$ cat src/rtl/demultiplexer_32_staged.sv
// Registered 1:32 bit demultiplexer with staging and an atomic publish to DemuxOut.
// Zero cycles from a commit edge to DemuxOut; no backpressure, so a write is accepted on any edge with Enable high.
module demultiplexer_32_staged #(
    parameter bit AUTO_COMMIT = 1'b1
) (
    input  logic        Clock,
    input  logic        Reset,
    input  logic        Enable,
    input  logic        DemuxIn,
    input  logic [4:0]  Sel,
    input  logic        Write,
    input  logic        AutoInc,
    input  logic        Commit,
    input  logic        Clear,
    output logic [31:0] DemuxOut,
    output logic [4:0]  Ptr,
    output logic        Wrap
);

    logic [31:0] stage;
    logic [31:0] stageNext;
    logic [4:0]  idx;
    logic        writeAcc;
    logic        wrapEvt;
    logic        commitEvt;

    always_comb begin
        idx       = AutoInc ? Ptr : Sel;
        writeAcc  = Enable & Write & ~Clear;
        wrapEvt   = writeAcc & AutoInc & (Ptr == 5'd31);
        commitEvt = (Enable & Commit & ~Clear) | (AUTO_COMMIT & wrapEvt);
        stageNext = stage;
        if (writeAcc) begin
            stageNext[idx] = DemuxIn;
        end
    end

    // The published word includes this cycle's write so write+commit on one edge shows the new bit.
    always_ff @(posedge Clock or posedge Reset) begin
        if (Reset) begin
            stage    <= 32'd0;
            DemuxOut <= 32'd0;
            Ptr      <= 5'd0;
            Wrap     <= 1'b0;
        end else if (Clear) begin
            stage    <= 32'd0;
            DemuxOut <= 32'd0;
            Ptr      <= 5'd0;
            Wrap     <= 1'b0;
        end else begin
            stage <= stageNext;
            Wrap  <= wrapEvt;
            if (commitEvt) begin
                DemuxOut <= stageNext;
            end
            if (writeAcc && AutoInc) begin
                Ptr <= Ptr + 5'd1;
            end
        end
    end

endmodule

$ cat config.mk
export PLATFORM = sky130hd
export DESIGN_NAME = demultiplexer_32_staged
export DESIGN_NICKNAME = d
export VERILOG_FILES = /design/src/rtl/demultiplexer_32_staged.sv
export SDC_FILE = /design/constraint.sdc
export NUM_CORES = 1
export LEC_CHECK = 0
export ABC_AREA = 1
export BUFFER_PORTS_ARGS = -buffer_cell sky130_fd_sc_hd__buf_2
export CORE_MARGIN = 5
export CORE_UTILIZATION = 52
export CTS_CLUSTER_SIZE = 20
export DETAILED_ROUTE_END_ITERATION = 8
export PLACE_DENSITY = 0.76
export SLEW_MARGIN = 20
export SYNTH_ARGS = -nofsm -noshare
export SYNTH_HDL_FRONTEND = slang
export SYNTH_SLANG_ARGS = --single-unit
$ cat constraint.sdc
create_clock -name Clock -period 2.05 [get_ports Clock]
set_clock_uncertainty 0.15 [all_clocks]
set_input_delay 0.1025 -clock Clock [delete_from_list [all_inputs] [get_ports Clock]]
set_output_delay 0.1025 -clock Clock [all_outputs]
set_load 0.05 [all_outputs]
==> run metrics <==
number of flops mapped to enable cells by yosys=0; R2R setup slack=around 250 ps; antenna fix cells=0; total setup buffers inserted after CTS=0; max_slew headroom=a little under three quarters; synthesized net count=~440; placed insts=544; CTS clk-pin slew, worst paths=70 ps; status=completed; CP Data Required Time=2130 ps; Tot Pwr=0.00272 W; clock buffer depth=2; crit path max fanout=19; CTS tree=done; Ys Warns=0; first-pass GRT wire length=~13000 um; Routed Antenna Nets=0; fin. max-slew vios=0; Root Driver=clkbuf_8; RSZ-0062 raised after global routing=no; placed cell areas=0.00388 mm2; Netlist Area Pre-Place=~0.0036 mm2; Leak Pwr=2.32 nW; post-synth top area share=49.3%; Final Net Count=492; Tot GR Track Use=19.5%; initial antenna violation count=0; I/O Buffers=50; Cell Count, Final, Fillers Out=561; WP data arrival=1880 ps; CP Launch Type=register; DR vias/cell=5.29; ys flop type=dfrtp_1; setup ws final=250 ps; Yosys reg bits=70; XOR/XNOR share of the synthesized area=0.493%; Peak VDD IR=between 0.0003 and 0.0004 V; Critical Path Start=Ptr[0]; HPWL after detailed placement=5040 um; FF-to-FF Start=Ptr[0]; Starting Density=between 50% and 60%; achievable clock frequency=555 MHz; Synth area leaders=dfrtp_1 49%, nand2_1 16%, and3_1 5.6%; area leader, netlist=dfrtp_1; largest family of logic cells by synthesized area=simple AND/OR/NAND/NOR gates; Synth Area in Compound Gates=~2.8%; synthesized area per cell=8.33 um2; chip height=a little over 90 um; final instance area=just over 0.004 mm2; RR Endpoint=DemuxOut[13]; post-layout min period=1800 ps; sequential element share of the synthesized area=between 40% and 50%; # setup viols final=0; r2r worst-path depth=10; Die X=92.7 um; final WL=7660 um; core area=0.00672 mm2; Syn Inst Count=427; clock sinks=70; DRC violations left=0; async set-reset flop share out of synthesis=100%; Final TNS setup=0 ps; Top Ports=51; CP Class=register to register; H-tree levels=3; Fill cells=611; # Max-Cap Violations=0; FP Rows=30; Area Growth Syn to Fin=15.1%; HP Class=input port to register; Avg WL per Cell=13.7 um; commonest non-fill, non-tap cells in the layout=152 x nand2_1, 68 x dfrtp_1, 50 x buf_2; Worst Setup Slack post-DPL=between 200 and 300 ps; largest net degree at the start of global routing=67; share of cells above drive strength 1=21.8%; CP endpoint kind=register; mux contribution to synthesized area=0%; Setup crit end=DemuxOut[13]; 1st-iter DRT viols=140; total congestion overflow=0; via count=2965; Synth Area in Simple Gates=38.4%; most common cell after layout, fill and taps aside=nand2_1; pwr/cell area=664 mW/mm2; Synth cell types=22; vias in the first global route=2921; die area=0.00859 mm2; Worst-Skew Late Latency=approximately 340 ps; Worst Tran Pin Value=431 ps; global placement routability congestion=0.797; Final period util=between 80% and 90%; total CTS buffers=9; count of final hold-check violations=0; drt pass-1 iters=4; Synth Area in Adders=0.704%
worst max-delay path, cell delays in order (launching register included):
cell     delay, ps
dfrtp_2        400
ha_1           190
nand2_1         60
nor2_1         100
ha_1           140
inv_1           70
o21ai_4        190
inv_2           60
buf_4          200
nand2_1         80
nand2_1         50
report_power, final:
part,total (W),switching [W],internal (W)
Clock,0.00108,0.000500,0.000585
Combinational,0.000244,0.000182,0.0000620
Sequential,0.00139,0.00000391,0.00139
Total,0.00272,0.000686,0.00203
through the flow:
stage          hold slack [ps]  utilization (%)
2_1_floorplan              122                -
3_3_place_gp             -32.9             57.8
3_5_place_dp             -34.8             57.8
4_1_cts                   34.1             60.9
5_1_grt                   59.8             60.9
6_report                  40.7             60.9
what timing repair did:
action	4_1_cts	5_1_grt
hold buffers	2	0
resized for setup	0	0
hold endpoints to repair	72	0
cell usage after synthesis, types with 3 or more instances:
| master | number |
|---|---|
| buf_6 | 5 |
| nand2_2 | 8 |
| nand2_1 | 152 |
| nand4_1 | 32 |
| nand3_1 | 34 |
| nor2_4 | 13 |
| and3_1 | 32 |
| o21ai_4 | 3 |
| buf_2 | 7 |
| clkbuf_1 | 9 |
| dfrtp_1 | 70 |
| inv_1 | 44 |
| o21ai_0 | 3 |
layout make-up:
class / instances / area [um2] / share of cell area, %
flip-flops and latches: 70 / 1750 / 42.8
multi-input cells: 290 / 1510 / 36.8
repair buffers: 60 / 368 / 8.99
clock buffers: 11 / 141 / 3.45
clock inverters: 4 / 47.5 / 1.16
well taps: 80 / 100 / 2.44
inverters: 46 / 176 / 4.31
cell families after synthesis:
| kind of cell | count (synthesis) |
|---|---|
| XOR/XNOR | 2 |
| AND/OR/NAND/NOR | 275 |
| flip-flops | 70 |
| adder cells (fa/ha/maj) | 2 |
| buffers and inverters | 67 |
| AO/OA/AOI/OAI | 11 |
worst min path at each step:
stage / from / end / slack, ps / cells after the start
after floorplan: Reset / DemuxOut[0] / 120 / 1
after global placement: Reset / DemuxOut[11] / -30 / 2
after detailed placement: Reset / DemuxOut[10] / -30 / 2
after CTS: Write / Ptr[4] / 30 / 5
after global routing: Write / Ptr[1] / 60 / 5
final: Write / Ptr[4] / 40 / 5
state kept, by name (all words and copies together), names as in the netlist:
| signal | flops |
|---|---|
| DemuxOut | 32 |
| Wrap | 1 |
| stage | 32 |
| Ptr | 5 |
routing by layer:
layer	vias up	routed length [um]	global-route usage (%)	share of wire [%]
met3	11	396	3.57	5.2
met4	0	95	7.69	1.2
met2	69	3810	31.5	50
met5	-	0	0	0
met1	1414	3360	26.2	44
li1	1471	-	-	-
Power figures use the tool's default switching activity.
